==> config.mk <==
export PLATFORM = sky130hd
export DESIGN_NAME = bus_write_slave
export DESIGN_NICKNAME = d
export VERILOG_FILES = /design/src/rtl/bus_slave_pkg.sv /design/src/rtl/sync_fifo.sv /design/src/rtl/bus_write_slave.sv
export SDC_FILE = /design/constraint.sdc
export NUM_CORES = 1
export LEC_CHECK = 0
export BUFFER_PORTS_ARGS = -buffer_cell sky130_fd_sc_hd__buf_2
export CAP_MARGIN = 15
export CELL_PAD_IN_SITES_DETAIL_PLACEMENT = 0
export CELL_PAD_IN_SITES_GLOBAL_PLACEMENT = 1
export CORE_MARGIN = 4
export CORE_UTILIZATION = 45
export CTS_BUF_LIST = sky130_fd_sc_hd__clkbuf_4 sky130_fd_sc_hd__clkbuf_8
export DETAILED_ROUTE_END_ITERATION = 16
export GPL_ROUTABILITY_DRIVEN = 0
export PLACE_DENSITY_LB_ADDON = 0.1
export SLEW_MARGIN = 0
export SYNTH_ARGS = -nofsm -noshare
export SYNTH_HDL_FRONTEND = slang
export SYNTH_SLANG_ARGS = --single-unit
==> constraint.sdc <==
create_clock -name clk -period 2.6 [get_ports clk]
set_input_delay 0.78 -clock clk [delete_from_list [all_inputs] [get_ports clk]]
set_output_delay 0.78 -clock clk [all_outputs]
set_load 0.01 [all_outputs]
==> src/rtl/bus_slave_pkg.sv <==
// Shared types and constants for the bus write slave and its stream FIFO.
package bus_slave_pkg;

  localparam int unsigned ADDR_W = 32;
  localparam int unsigned DATA_W = 32;
  localparam int unsigned WCNT_W = 4;

  typedef enum logic [1:0] {
    IDLE  = 2'd0,
    WAIT  = 2'd1,
    STALL = 2'd2,
    ACK   = 2'd3
  } state_e;

  localparam logic [1:0] OFF_CTRL  = 2'd0;
  localparam logic [1:0] OFF_PUSH  = 2'd1;
  localparam logic [1:0] OFF_CLEAR = 2'd2;

  // Write request latched when a window hit is accepted.
  typedef struct packed {
    logic [1:0]        off;
    logic [DATA_W-1:0] data;
  } wreq_t;

endpackage

==> src/rtl/sync_fifo.sv <==
// Single-clock FIFO with clear; count is one bit wider than the pointers.
module sync_fifo #(
  parameter int unsigned WIDTH = 32,
  parameter int unsigned DEPTH = 4
) (
  input  logic                   clk,
  input  logic                   rst_n,
  input  logic                   push_i,
  input  logic                   pop_i,
  input  logic                   clear_i,
  input  logic [WIDTH-1:0]       din_i,
  output logic [WIDTH-1:0]       dout_o,
  output logic [$clog2(DEPTH):0] count_o,
  output logic                   full_o,
  output logic                   empty_o
);

  localparam int unsigned PW = $clog2(DEPTH);
  localparam int unsigned CW = PW + 1;

  logic [WIDTH-1:0] mem_q [DEPTH];
  logic [PW-1:0]    wr_q, wr_d, rd_q, rd_d;
  logic [CW-1:0]    cnt_q, cnt_d;
  logic             full_q, empty_q;
  logic             do_push, do_pop;

  assign do_pop  = pop_i && !empty_q;
  assign do_push = push_i && (!full_q || do_pop);

  // Clear overrides any push/pop in the same cycle.
  always_comb begin
    wr_d  = wr_q;
    rd_d  = rd_q;
    cnt_d = cnt_q;
    if (clear_i) begin
      wr_d  = '0;
      rd_d  = '0;
      cnt_d = '0;
    end else begin
      if (do_push) wr_d = wr_q + PW'(1);
      if (do_pop)  rd_d = rd_q + PW'(1);
      case ({do_push, do_pop})
        2'b10:   cnt_d = cnt_q + CW'(1);
        2'b01:   cnt_d = cnt_q - CW'(1);
        default: cnt_d = cnt_q;
      endcase
    end
  end

  always_ff @(posedge clk or negedge rst_n) begin
    if (!rst_n) begin
      wr_q    <= '0;
      rd_q    <= '0;
      cnt_q   <= '0;
      full_q  <= 1'b0;
      empty_q <= 1'b1;
    end else begin
      wr_q    <= wr_d;
      rd_q    <= rd_d;
      cnt_q   <= cnt_d;
      full_q  <= (cnt_d == CW'(DEPTH));
      empty_q <= (cnt_d == '0);
    end
  end

  always_ff @(posedge clk) begin
    if (do_push && !clear_i) mem_q[wr_q] <= din_i;
  end

  assign dout_o  = mem_q[rd_q];
  assign count_o = cnt_q;
  assign full_o  = full_q;
  assign empty_o = empty_q;

endmodule

==> src/rtl/bus_write_slave.sv <==
// Memory-mapped write responder: 16-byte window, programmable wait states,
// control register, stream FIFO and sticky error flag.
module bus_write_slave
  import bus_slave_pkg::*;
#(
  parameter logic [31:0] BASE_ADDR   = 32'h0000_1000,
  parameter int unsigned WAIT_CYCLES = 0,
  parameter int unsigned FIFO_DEPTH  = 4
) (
  input  logic                        clk,
  input  logic                        rst_n,
  input  logic [ADDR_W-1:0]           ADDR_BUS,
  input  logic [DATA_W-1:0]           DATA_WBUS,
  input  logic                        BUS_VALID,
  output logic                        SLAVE_READY,
  output logic [DATA_W-1:0]           CTRL_OUT,
  output logic [DATA_W-1:0]           FIFO_DATA,
  output logic                        FIFO_VALID,
  input  logic                        FIFO_READY,
  output logic [$clog2(FIFO_DEPTH):0] FIFO_COUNT,
  output logic                        ERR_STICKY
);

  state_e             state_q, state_d;
  wreq_t              req_q, req_d;
  logic [WCNT_W-1:0]  wcnt_q, wcnt_d;
  logic               ready_q, ready_d;
  logic [DATA_W-1:0]  ctrl_q, ctrl_d;
  logic               err_q, err_d;
  logic               hit_c, push_c, pop_c, clear_c;
  logic               fifo_full, fifo_empty;
  logic               unused_addr_lsb;

  assign hit_c           = BUS_VALID && (ADDR_BUS[31:4] == BASE_ADDR[31:4]);
  assign unused_addr_lsb = ^ADDR_BUS[1:0];
  assign pop_c           = FIFO_READY && !fifo_empty;

  always_comb begin
    state_d = state_q;
    req_d   = req_q;
    wcnt_d  = wcnt_q;
    ctrl_d  = ctrl_q;
    err_d   = err_q;
    push_c  = 1'b0;
    clear_c = 1'b0;
    unique case (state_q)
      IDLE: begin
        if (hit_c) begin
          req_d.off  = ADDR_BUS[3:2];
          req_d.data = DATA_WBUS;
          wcnt_d     = WCNT_W'(WAIT_CYCLES);
          if (WAIT_CYCLES != 0)
            state_d = WAIT;
          else if ((ADDR_BUS[3:2] == OFF_PUSH) && fifo_full)
            state_d = STALL;
          else
            state_d = ACK;
        end
      end
      // Leaves after WAIT_CYCLES cycles; full check uses the registered count.
      WAIT: begin
        wcnt_d = wcnt_q - WCNT_W'(1);
        if (wcnt_q <= WCNT_W'(1))
          state_d = ((req_q.off == OFF_PUSH) && fifo_full) ? STALL : ACK;
      end
      STALL: begin
        if (!fifo_full) state_d = ACK;
      end
      ACK: begin
        state_d = IDLE;
        case (req_q.off)
          OFF_CTRL:  ctrl_d  = req_q.data;
          OFF_PUSH:  push_c  = 1'b1;
          OFF_CLEAR: clear_c = 1'b1;
          default:   err_d   = 1'b1;
        endcase
      end
      default: state_d = IDLE;
    endcase
    ready_d = (state_d == ACK);
  end

  always_ff @(posedge clk or negedge rst_n) begin
    if (!rst_n) begin
      state_q <= IDLE;
      req_q   <= '0;
      wcnt_q  <= '0;
      ready_q <= 1'b0;
      ctrl_q  <= '0;
      err_q   <= 1'b0;
    end else begin
      state_q <= state_d;
      req_q   <= req_d;
      wcnt_q  <= wcnt_d;
      ready_q <= ready_d;
      ctrl_q  <= ctrl_d;
      err_q   <= err_d;
    end
  end

  sync_fifo #(
    .WIDTH (DATA_W),
    .DEPTH (FIFO_DEPTH)
  ) u_fifo (
    .clk     (clk),
    .rst_n   (rst_n),
    .push_i  (push_c),
    .pop_i   (pop_c),
    .clear_i (clear_c),
    .din_i   (req_q.data),
    .dout_o  (FIFO_DATA),
    .count_o (FIFO_COUNT),
    .full_o  (fifo_full),
    .empty_o (fifo_empty)
  );

  assign SLAVE_READY = ready_q;
  assign CTRL_OUT    = ctrl_q;
  assign ERR_STICKY  = err_q;
  assign FIFO_VALID  = !fifo_empty;

endmodule

# Word-level counts from Yosys, hierarchy flattened
# Memories as Yosys holds them, arrays and structs flattened.
# Index checks and enable logic that the tools add are counted.
word_totals:
  regBits: 83
  ram_bits: 128
  inputBits: 68
  word_cells: 74
  n_memories: 1
memory_table:
  columns: ["name", "depth", "width", "read_ports", "rd_ports_with_merged_regs", "wr", "line_no", "source"]
  rows:
  - ["u_fifo.mem_q", 4, 32, 1, 0, 1, "sync_fifo.sv:21", "logic [WIDTH-1:0] mem_q [DEPTH];"]
op_classes:
  n_addsub: 5
  magnitude_cmp: 1
  eq_ne: 12
  n_mux: 20
  bitwise_logic: 1
  n_reduce_logical: 22
ops:
  columns: ["op", "count"]
  rows:
  - ["28-bit by 9-bit == test with 1-bit output, second input constant", 1]
  - ["2-bit two-way mux", 7]
  - ["2-bit == test, second input constant", 5]
  - ["2-bit by 1-bit == test with 1-bit output, second input constant", 4]
  - ["1-bit two-way mux", 8]
  - ["2-bit one-hot mux with 4 select lines", 1]
  - ["4-bit one-hot mux with 2 select lines", 1]
  - ["2-bit AND reduction", 4]
  - ["1-bit logical AND", 7]
  - ["3-bit one-hot mux with 2 select lines", 1]
  - ["2-bit nonzero test", 3]
  - ["2-bit by 1-bit adder with 2-bit output, second input constant", 2]
  - ["4-bit by 1-bit less-or-equal comparator with 1-bit output, second input constant", 1]
  - ["2-bit logical NOT", 2]
  - ["4-bit two-way mux", 1]
  - ["4-bit by 1-bit subtractor with 4-bit output, second input constant", 1]
  - ["3-bit by 1-bit adder with 3-bit output, second input constant", 1]
  - ["3-bit == test, second input constant", 1]
  - ["1-bit logical NOT", 3]
  - ["3-bit logical NOT", 1]
  - ["3-bit two-way mux", 1]
  - ["3-bit OR reduction", 1]
  - ["3-bit by 1-bit subtractor with 3-bit output, second input constant", 1]
  - ["2-bit inequality test, second input constant", 1]
  - ["2 further kinds", 2]

# Longest topological paths before layout
# Gate-level depths: netlist of the first run.
depth:
  depth_word: 9
  ltp_mapped: 10
  depth_no_buf: 10

# By module
# From an unflattened synthesis of the first run, not the netlist that was laid out.
hier_totals:
  hier_cells: 410
  area_unflattened_um2: 8162.8
by_module_without_submodules:
  columns: ["module", "instances", "cells_per_inst", "area_per_inst_um2"]
  rows:
  - ["sync_fifo", 1, 216, 5182.5]
  - ["bus_write_slave", 1, 194, 2980.4]

# Worst setup path before layout of the first run
# OpenSTA, ideal clock, no wires.
synth_path:
  path_type: "input to register"
  startpoint: "in FIFO_READY"
  endpoint: "reg u_fifo.full_q, in the netlist u_fifo.full_o"
  setup_time_ns: 0.073
  arrival_time_ns: 2.647
  slack_ns: -0.120
  cell_stages: 10
  n_path_buf: 0
  cell_sequence: "nor2b_1 o2111a_1 inv_1 ha_1 inv_1 fa_1 xor2_1 or3_1 a21oi_1 nor2b_1"
synth_via:
  elab_chain_cells: 8
synth_lines:
  columns: ["item", "line_no", "source"]
  rows:
  - ["start, declared", "bus_write_slave.sv:19", "input logic FIFO_READY,"]
  - ["1-bit logical AND (*)", "bus_write_slave.sv:36", "assign pop_c = FIFO_READY && !fifo_empty;"]
  - ["1-bit logical AND (*)", "sync_fifo.sv:27", "assign do_pop = pop_i && !empty_q;"]
  - ["1-bit logical OR", "sync_fifo.sv:28", "assign do_push = push_i && (!full_q || do_pop);"]
  - ["1-bit logical AND", "sync_fifo.sv:28", null]
  - ["2-bit by 1-bit == test with 1-bit output or 2-bit == test (tied branches)", "sync_fifo.sv:42", "case ({do_push, do_pop})"]
  - ["3-bit one-hot mux with 2 select lines (*)", "sync_fifo.sv:42", null]
  - ["3-bit two-way mux (*)", "sync_fifo.sv:35", "if (clear_i) begin"]
  - ["named net u_fifo.cnt_d[2]", "sync_fifo.sv:23", "logic [CW-1:0] cnt_q, cnt_d;"]
  - ["3-bit == test (*)", "sync_fifo.sv:61", "full_q <= (cnt_d == CW'(DEPTH));"]
  - ["end signal, assigned", "sync_fifo.sv:61", null]
  - ["end, declared", "sync_fifo.sv:24", "logic full_q, empty_q;"]
# The timed path passes the listed nets; every way through them passes the cells marked *.
# A chain may end at the register's enable or synchronous reset.

# Final worst setup path of the first run
layout_path:
  startpoint: "reg u_fifo.rd_q[0]"
  endpoint: "out FIFO_DATA[31]"
layout_via:
  elab_chain_cells: 1
layout_lines:
  columns: ["item", "line_no", "source"]
  rows:
  - ["start, declared", "sync_fifo.sv:22", "logic [PW-1:0] wr_q, wr_d, rd_q, rd_d;"]
  - ["start signal, assigned", "sync_fifo.sv:59", "rd_q <= rd_d;"]
  - ["memory read 4 x 32 bit", null, null]
  - ["end, declared", "bus_write_slave.sv:17", "output logic [DATA_W-1:0] FIFO_DATA,"]
# No other way between the ends.

==> results of run 1 <==
[worst max-delay path, stage by stage (launching register included)]
cell and delay (ns):
dfrtp_2 0.41, buf_12 0.20, mux4_2 0.57, buf_6 0.15
[metal layers]
layer | GRT usage (%) | vias up | wire length, um
met4 | 4.00 | 0 | 208
met2 | 27.2 | 137 | 7820
li1 | - | 1966 | -
met3 | 4.33 | 23 | 1010
met5 | 0 | - | 0
met1 | 20.9 | 2190 | 6590
[worst max path at each step]
stage | startpoint | endpoint | slack, ns | cells after the start
global placement | FIFO_READY | u_fifo.full_o | -0.11 | 11
floorplan | FIFO_READY | u_fifo.full_o | -0.03 | 10
detailed placement | FIFO_READY | u_fifo.full_o | -0.17 | 11
finish | u_fifo.rd_q[0] | FIFO_DATA[31] | -0.03 | 3
global route | u_fifo.rd_q[0] | FIFO_DATA[31] | -0.12 | 3
CTS | u_fifo.rd_q[0] | FIFO_DATA[4] | -0.07 | 4
[report_power, final]
part,total (uW),switching [uW],internal [uW]
combinational,1210,635,577
sequential,3740,101,3640
clock,3230,1250,1990
total,8180,1980,6200
[cells by family after synthesis]
family,count (synthesis)
AO/OA/AOI/OAI,17
XOR/XNOR,7
adder cells (fa/ha/maj),8
buffers and inverters,27
flip-flops,211
multiplexers,100
AND/OR/NAND/NOR,43
[sequential cells by signal, summed over array words and instances, names as in the netlist, 2 cells and up]
name,flops
CTRL_OUT,32
u_fifo.mem_q,128
req_q,34
u_fifo.rd_q,2
wcnt_q,4
u_fifo.count_o,3
u_fifo.wr_q,2
state_q,2
[what timing repair did]
action                                  in CTS  in global routing
gates resized for setup                     23                  4
endpoints found under the setup margin      30                 32
cloned                                       1                  0
setup buffers                                2                  0
pin swaps                                    0                  0
[layout make-up]
type / count / area [um2]
clock buffer: 49 / 637
clock inverter: 15 / 168
multi-input combinational: 175 / 2110
sequential: 211 / 5920
tap: 225 / 282
inverter: 11 / 41.3
fill: 1355 / 7220
timing repair buffer: 154 / 1090
[cells in the mapped netlist, types with 3 or more instances]
| library cell | number | area share [%] |
|---|---|---|
| edfxtp_1 | 128 | 47 |
| dfrtp_1 | 82 | 25 |
| mux2_2 | 59 | 8.2 |
| mux4_2 | 32 | 8.9 |
| nor2_1 | 12 | 0.55 |
| inv_1 | 11 | 0.51 |
| buf_2 | 7 | 0.43 |
| ha_1 | 7 | 1.1 |
| and2_1 | 5 | 0.38 |
| clkbuf_1 | 5 | 0.23 |
| mux2_4 | 5 | 0.92 |
| a21oi_1 | 4 | 0.25 |
| nand2_1 | 4 | 0.18 |
| xnor2_1 | 4 | 0.43 |
| nor2b_1 | 3 | 0.23 |
| nor4_1 | 3 | 0.23 |
| nor4_2 | 3 | 0.46 |
| o21ai_0 | 3 | 0.18 |
| xor2_1 | 3 | 0.32 |
[metrics by stage]
| step | setup TNS [ns] | util (%) | worst slack (ns) |
|---|---|---|---|
| global placement | -0.158 | 53.1 | -0.108 |
| CTS | -1.26 | 58.7 | -0.0657 |
| finish | -0.130 | 58.7 | -0.0344 |
| global route | -2.55 | 58.7 | -0.117 |
| detailed placement | -0.312 | 53.1 | -0.167 |
| floorplan | -0.0287 | - | -0.0287 |
==> impl_metrics.csv, run 1 <==
group,metric,value,unit
floorplanning,core_area,17500,um2
synth,synth_mux_area_share,18.5,%
grt,antenna_found_initial,0,
grt,grt_pass1_vias,4875,
run_status,violations,"negative setup slack",
timing,rsz0062_at_grt,"true",
grt,grt_max_degree,48,
grt,grtUsageTotal,16.1,%
synth,seq_area_frac_synth,72.8,%
job,cap_violations,0,
drt,postRouteAntennaNets,0,
setup_path,reg2reg_to,"u_fifo.full_o",
setup_path,r2r_cells,10,
pwr,worst_ir_drop_vdd,0.538,mV
floorplanning,die_y,142,um
placed_design,dp_cells,774,
layout,num_antenna_cells,0,
synth,synthArstFlopShare,39.3,%
timing,setup_viol,10,
setup_path,crit_arrival,1.85,ns
pwr,power_density,798,nW/um2
drt,vias,4316,
drt,detail_route.wl_per_cell,18.6,um
setup_path,endpoint_kind,"output pin",
clocking,cts-buffers-inserted,36,
setup_path,path_class,"reg2out",
synth,synthesis.area,8140,um2
timing,slew_viol_final,0,
synth,synth-edff-count,128,
grt,grt_pass1_wl,25.5,mm
layout,layout-drive-gt1-share,53.5,%
placed_design,placed_area,9280,um2
synth,synth-adder-area-share,1.32,%
setup_path,rrSetupSlack,0.25,ns
timing,finClkSkew,0.0158,ns
timing,tightestPinTransition,0.560,ns
synth,synth_seq_cells,211,
pwr,power,8180,uW
timing,maxSlewHeadroom,62.5,%
placed_design,dp_hpwl,10.1,mm
grt,overflow,0,
timing,fmax,0.380,GHz
synth,synthDistinctLibCells,46,
pwr,p_leak,0.00465,uW
clocking,ctsHoldBuffers,0,
hold_path,holdCritPathClass,"in2async",
clocking,cts_num_sinks,211,
timing,timing.final.ws_setup,-0.0344,ns
clocking,clock_latency,0.50,ns
timing,whs,0.120,ns
run_status,status,"finished, violations left",
floorplanning,rows,48,
layout,layout.cells.most_common,"edfxtp_1",
synth,post_synth.cell_area_avg,19.7,um2
floorplanning,die_w,142,um
setup_path,cp_data_required_time,1.82,ns
timing,period_needed,2.63,ns
layout,final_nets,665,
setup_path,cp-start-kind,"flip-flop",
timing,hold_viol_final,0,
clocking,h-tree-depth,2,
floorplanning,num_io_pins,138,
clocking,cts_tree,"built",
placed_design,io_buffers,135,
floorplanning,start_util,46.5,%
drt,viasPerCell,5.14,
synth,synth_warnings,0,
synth,synth_top_family_by_area,"multiplexers",
synth,syn-num-nets,489,
clocking,cts.clk_slew.worst_paths,0.06,ns
drt,first_pass_iters,4,
synth,synthXorXnorAreaFrac,0.754,%
clocking,cts_root_buf,"clkbuf_8",
synth,synthSimpleGateAreaFrac,3.45,%
layout,stdcell_count,840,
setup_path,reg2reg_from,"u_fifo.empty_o",
layout,design_area,10300,um2
synth,ys.flop_type,"edfxtp_1",
drt,dr.first_iter.drc_count,178,
drt,drcViolationCount,0,
layout,synthToLayoutAreaGrowth,26.0,%
floorplanning,dieArea,20300,um2
timing,finalCritPeriodShare,101,%
setup_path,worstPathMaxFanout,19,
drt,totalWireLength,15.6,mm
layout,most-common-layout-cells,"128 x edfxtp_1, 110 x buf_2, 80 x dfrtp_1, 59 x mux2_2, 43 x clkbuf_8",
synth,synth_compound_area_share,1.48,%
clocking,clockBufferDepth,3,
synth,synthCells,413,
Note: power is estimated with default switching activity, not from simulation.
==> run 2: changes to the inputs <==
- BUFFER_PORTS_ARGS: -buffer_cell sky130_fd_sc_hd__buf_2 -> -buffer_cell sky130_fd_sc_hd__buf_4
- RECOVER_POWER: unset -> 25
- SETUP_SLACK_MARGIN: unset -> 0.15
==> impl_metrics.csv, run 2 (synthesis gave the netlist of run 1 again) <==
group,metric,value,unit
run_status,status,"finished, violations left",
run_status,violations,"negative setup slack",
layout,final_nets,674,
grt,grt_pass1_vias,4857,
pwr,power.internal,6060,uW
pwr,p_sw_share,24.9,%
placed_design,dp_hpwl,10.6,mm
pwr,netSwitchingPower,2010,uW
drt,drcViolationCount,0,
setup_path,crit_arrival,1.88,ns
floorplanning,num_io_pins,138,
layout,fin_util,60.4,%
setup_path,r2r_cells,10,
clocking,cts_num_sinks,211,
floorplanning,rows,48,
pwr,power_density,765,nW/um2
pwr,p_leak,0.00473,uW
clocking,clock_latency,0.50,ns
drt,dr_wl_met3,977,um
drt,postRouteAntennaNets,0,
layout,final.fill_count,1313,
setup_path,path_cells,"buf_4 > buf_16 > mux4_2 > buf_4",
timing,timing.final.ws_setup,-0.0619,ns
drt,first_pass_iters,4,
clocking,cts-buffers-inserted,36,
timing,hold_viol_final,0,
timing,whs,0.442,ns
timing,maxSlewHeadroom,27.1,%
clocking,h-tree-depth,2,
drt,wl_met2,8.27,mm
timing,period_needed,2.66,ns
pwr,seq_power_share,46.9,%
grt,grt_pass1_wl,26.2,mm
layout,synthToLayoutAreaGrowth,29.7,%
drt,dr.first_iter.drc_count,206,
grt,overflow,0,
drt,viasPerCell,5.16,
setup_path,max_stage_delay,0.52,ns
job,cap_violations,0,
floorplanning,core_area,17500,um2
placed_design,io_buffers,135,
grt,grtUsageTotal,16.7,%
timing,finClkSkew,0.0101,ns
setup_path,worstPathMaxFanout,6,
layout,top_register,"u_fifo.mem_q",
floorplanning,dieArea,20300,um2
layout,design_area,10600,um2
setup_path,cp-start-kind,"flip-flop",
drt,vias,4392,
setup_path,cp_common_cell,"buf_4",
layout,most-common-layout-cells,"128 x buf_4, 128 x edfxtp_1, 80 x dfrtp_1, 59 x mux2_2, 39 x clkbuf_8",
setup_path,cp_data_required_time,1.82,ns
pwr,power,8070,uW
layout,num_antenna_cells,0,
floorplanning,die_y,142,um
drt,totalWireLength,16.2,mm
grt,grt_max_degree,44,
setup_path,crit_slowest_cell,"mux4_2",
drt,detail_route.wl_per_cell,19.1,um
clocking,clockBufferDepth,3,
setup_path,endpoint_kind,"output pin",
pwr,power_frac_comb,17.5,%
timing,fmax,0.376,GHz
layout,multiInputGateArea,2110,um2
layout,largest_reg_flops,128,
timing,setup_tns,-1.17,ns
pwr,pwr-share-clk,35.6,%
layout,ff_latch_area,5920,um2
timing,setup_viol,25,
setup_path,path_class,"reg2out",
drt,wl_met1,6.66,mm
clocking,cts_tree,"built",
floorplanning,die_w,142,um
timing,tightestPinTransition,1.09,ns
pwr,worst_ir_drop_vdd,0.498,mV
timing,finalCritPeriodShare,102,%
grt,antenna_found_initial,1,
layout,layout-drive-gt1-share,54.6,%
placed_design,placed_area,9660,um2
clocking,ctsHoldBuffers,0,
clocking,cts.clk_slew.worst_paths,0.06,ns
timing,rsz0062_at_grt,"true",
drt,highest-signal-layer,"met5",
floorplanning,start_util,46.5,%
clocking,cts_root_buf,"clkbuf_8",
hold_path,holdCritPathClass,"in2async",
timing,slew_viol_final,0,
[run 2: changes by cell type in the layout (fill, tap and decap cells not counted), sizes merged]
cell      before  now
clkbuf        49   59
buf          154  161
bufinv         4    0
clkinv        11    7
clkinvlp       0    2
[run 2: what timing repair did]
action,in CTS,in global routing
setup endpoints to repair,32,32
buffers inserted,3,0
cloned,3,0
resized for setup,26,0
[run 2: critical path: cells and delay by family (launching register included)]
family                 cells  cell delay, ns
flip-flops                 1            0.43
multiplexers               1            0.52
buffers and inverters      3            0.44
[run 2: cell type report]
| class | instances | area share (%) |
|---|---|---|
| flip-flops and latches | 211 | 56.1 |
| well taps | 225 | 2.67 |
| multi-input cells | 175 | 20.0 |
| clock inverters | 9 | 0.427 |
| repair buffers | 163 | 14.0 |
| inverters | 11 | 0.391 |
| clock buffers | 57 | 6.37 |
[run 2: metrics by stage]
stage	instances	worst slack [ns]
global placement	779	-0.121
floorplan	413	-0.0215
finish	851	-0.0619
global route	851	-0.157
CTS	851	-0.110
detailed placement	779	-0.170
[run 2: path summary, 6_finish.rpt]
| kind | to | startpoint | slack (ns) |
|---|---|---|---|
| setup / recovery | FIFO_DATA[13] | u_fifo.rd_q[0] | -0.06 |
| hold / removal | req_q[24] | rst_n | 0.44 |
| setup reg to reg | u_fifo.full_o | u_fifo.empty_o | 0.25 |
| hold reg to reg | ERR_STICKY | ERR_STICKY | 0.48 |
| max in group asynchronous | req_q[4] | rst_n | 0.52 |
| min in group clk | ERR_STICKY | ERR_STICKY | 0.48 |
[run 2: power by group through the flow]
| stage | registers, uW | logic (uW) | clock network (uW) |
|---|---|---|---|
| 5_1_grt | 3810 | 1540 | 3150 |
| 3_5_place_dp | 3840 | 1210 | 0 |
| 6_report | 3780 | 1410 | 2880 |
| 2_1_floorplan | 3780 | 807 | 0 |
| 3_3_place_gp | 3840 | 1190 | 0 |
| 4_1_cts | 3790 | 1450 | 2980 |
[run 2: layer usage]
layer | vias up | track usage, %
met2 | 123 | 28.0
met5 | - | 0
met3 | 34 | 4.47
met4 | 2 | 4.55
met1 | 2246 | 21.6
li1 | 1987 | -
==> run 3: changes to the inputs <==
- CORE_UTILIZATION: 45 -> 49
- clock period: 2.6 -> 3 ns (I/O delays scaled with it)
==> impl_metrics.csv, run 3 (synthesis gave the netlist of run 1 again) <==
group,metric,value,unit
hold_path,holdCritPathClass,"in2async",
drt,detail_route.wl_per_cell,18.7,um
drt,dr.first_iter.drc_count,200,
drt,first_pass_iters,4,
drt,viasPerCell,5.21,
timing,fmax,0.356,GHz
clocking,ctsHoldBuffers,0,
layout,top_register,"u_fifo.mem_q",
floorplanning,num_io_pins,138,
timing,rsz0062_at_grt,"true",
grt,grt_pass1_vias,4792,
setup_path,crit_arrival,1.91,ns
drt,vias,4367,
grt,grt_pass1_wl,24.7,mm
clocking,clockBufferDepth,3,
floorplanning,die_y,137,um
clocking,h-tree-depth,2,
clocking,cts-buffers-inserted,36,
timing,period_needed,2.81,ns
floorplanning,dieArea,18700,um2
run_status,status,"completed",
timing,tightestPinTransition,0.600,ns
timing,setup_viol,0,
floorplanning,rows,46,
floorplanning,start_util,50.7,%
pwr,power_density,668,nW/um2
layout,layout-drive-gt1-share,53.1,%
layout,stdcell_count,838,
setup_path,worstPathMaxFanout,8,
setup_path,cp-start-kind,"flip-flop",
pwr,p_leak,0.00469,uW
timing,finalCritPeriodShare,93.8,%
drt,wl_met2,8.17,mm
timing,whs,0.373,ns
floorplanning,die_w,137,um
drt,totalWireLength,15.7,mm
layout,largest_reg_flops,128,
clocking,cts.clk_slew.worst_paths,0.06,ns
drt,postRouteAntennaNets,0,
timing,slew_viol_final,0,
grt,grtUsageTotal,17.3,%
layout,final_nets,670,
placed_design,io_buffers,135,
placed_design,dp_cells,764,
timing,maxSlewHeadroom,59.8,%
placed_design,dp_hpwl,9.96,mm
clocking,cts_num_sinks,211,
layout,layout.cells.most_common,"buf_4",
floorplanning,core_area,16100,um2
setup_path,path_class,"reg2out",
timing,hold_viol_final,0,
drt,wl_met1,6.32,mm
pwr,power,6940,uW
job,cap_violations,0,
timing,finClkSkew,0.0150,ns
setup_path,endpoint_kind,"output pin",
clocking,cts_root_buf,"clkbuf_8",
timing,setup_tns,0,ns
pwr,worst_ir_drop_vdd,0.492,mV
clocking,cts_tree,"built",
clocking,clock_latency,0.50,ns
layout,most-common-layout-cells,"141 x buf_4, 128 x edfxtp_1, 80 x dfrtp_1, 59 x mux2_2, 38 x clkbuf_8",
layout,num_antenna_cells,0,
drt,highest-signal-layer,"met4",
grt,antenna_found_initial,0,
setup_path,cp_data_required_time,2.10,ns
drt,dr_wl_met3,844,um
layout,synthToLayoutAreaGrowth,27.6,%
drt,drcViolationCount,0,
grt,grt_max_degree,47,
grt,overflow,0,
## run 3: metal layers
layer,track usage (%),up-vias
met5,0,-
met4,5.60,0
met3,4.34,36
met2,30.1,124
met1,21.3,2232
li1,-,1975
## run 3: path summary, 6_finish.rpt
path	to	from	slack (ns)	depth (start not counted)
max reg2reg	u_fifo.full_o	u_fifo.empty_o	0.61	10
min in group clk	CTRL_OUT[11]	CTRL_OUT[11]	0.49	1
max	FIFO_DATA[15]	u_fifo.rd_q[0]	0.19	3
min reg2reg	CTRL_OUT[11]	CTRL_OUT[11]	0.49	1
max in group asynchronous	u_fifo.empty_o	rst_n	1.96	2
min	req_q[26]	rst_n	0.37	1
## run 3: timing repair
action | in CTS | in global routing
buffers inserted | 4 | 1
gates cloned | 2 | 1
pin swaps | 0 | 0
endpoints found under the setup margin | 29 | 25
gates resized for setup | 1 | 11
## run 3: cell type report
cell class	count	area [um2]
sequential	211	5920
fill	1166	5680
multi-input combinational	175	2080
timing repair buffer	159	1350
clock buffer	48	598
tap	216	270
clock inverter	18	113
inverter	11	41.3
## run 3: through the flow
stage,utilization [%],worst slack (ns),cell area (um2)
4_1_cts,64.2,0.137,10300
3_5_place_dp,59.2,0.0446,9500
3_3_place_gp,59.2,0.0807,9500
2_1_floorplan,-,0.160,8140
6_report,64.6,0.187,10400
5_1_grt,64.6,0.116,10400
## run 3: worst max-delay path, stage by stage, from the launching register on
cell,delay (ns)
dfrtp_2,0.42
bufbuf_16,0.31
mux4_2,0.52
buf_4,0.16
## run 3: power breakdown
group | leakage [uW] | switching [uW] | total, uW | internal, uW
clock network | 0.000378 | 1090 | 2490 | 1390
logic | 0.00169 | 539 | 1180 | 645
registers | 0.00262 | 113 | 3260 | 3150
total | 0.00469 | 1750 | 6940 | 5190
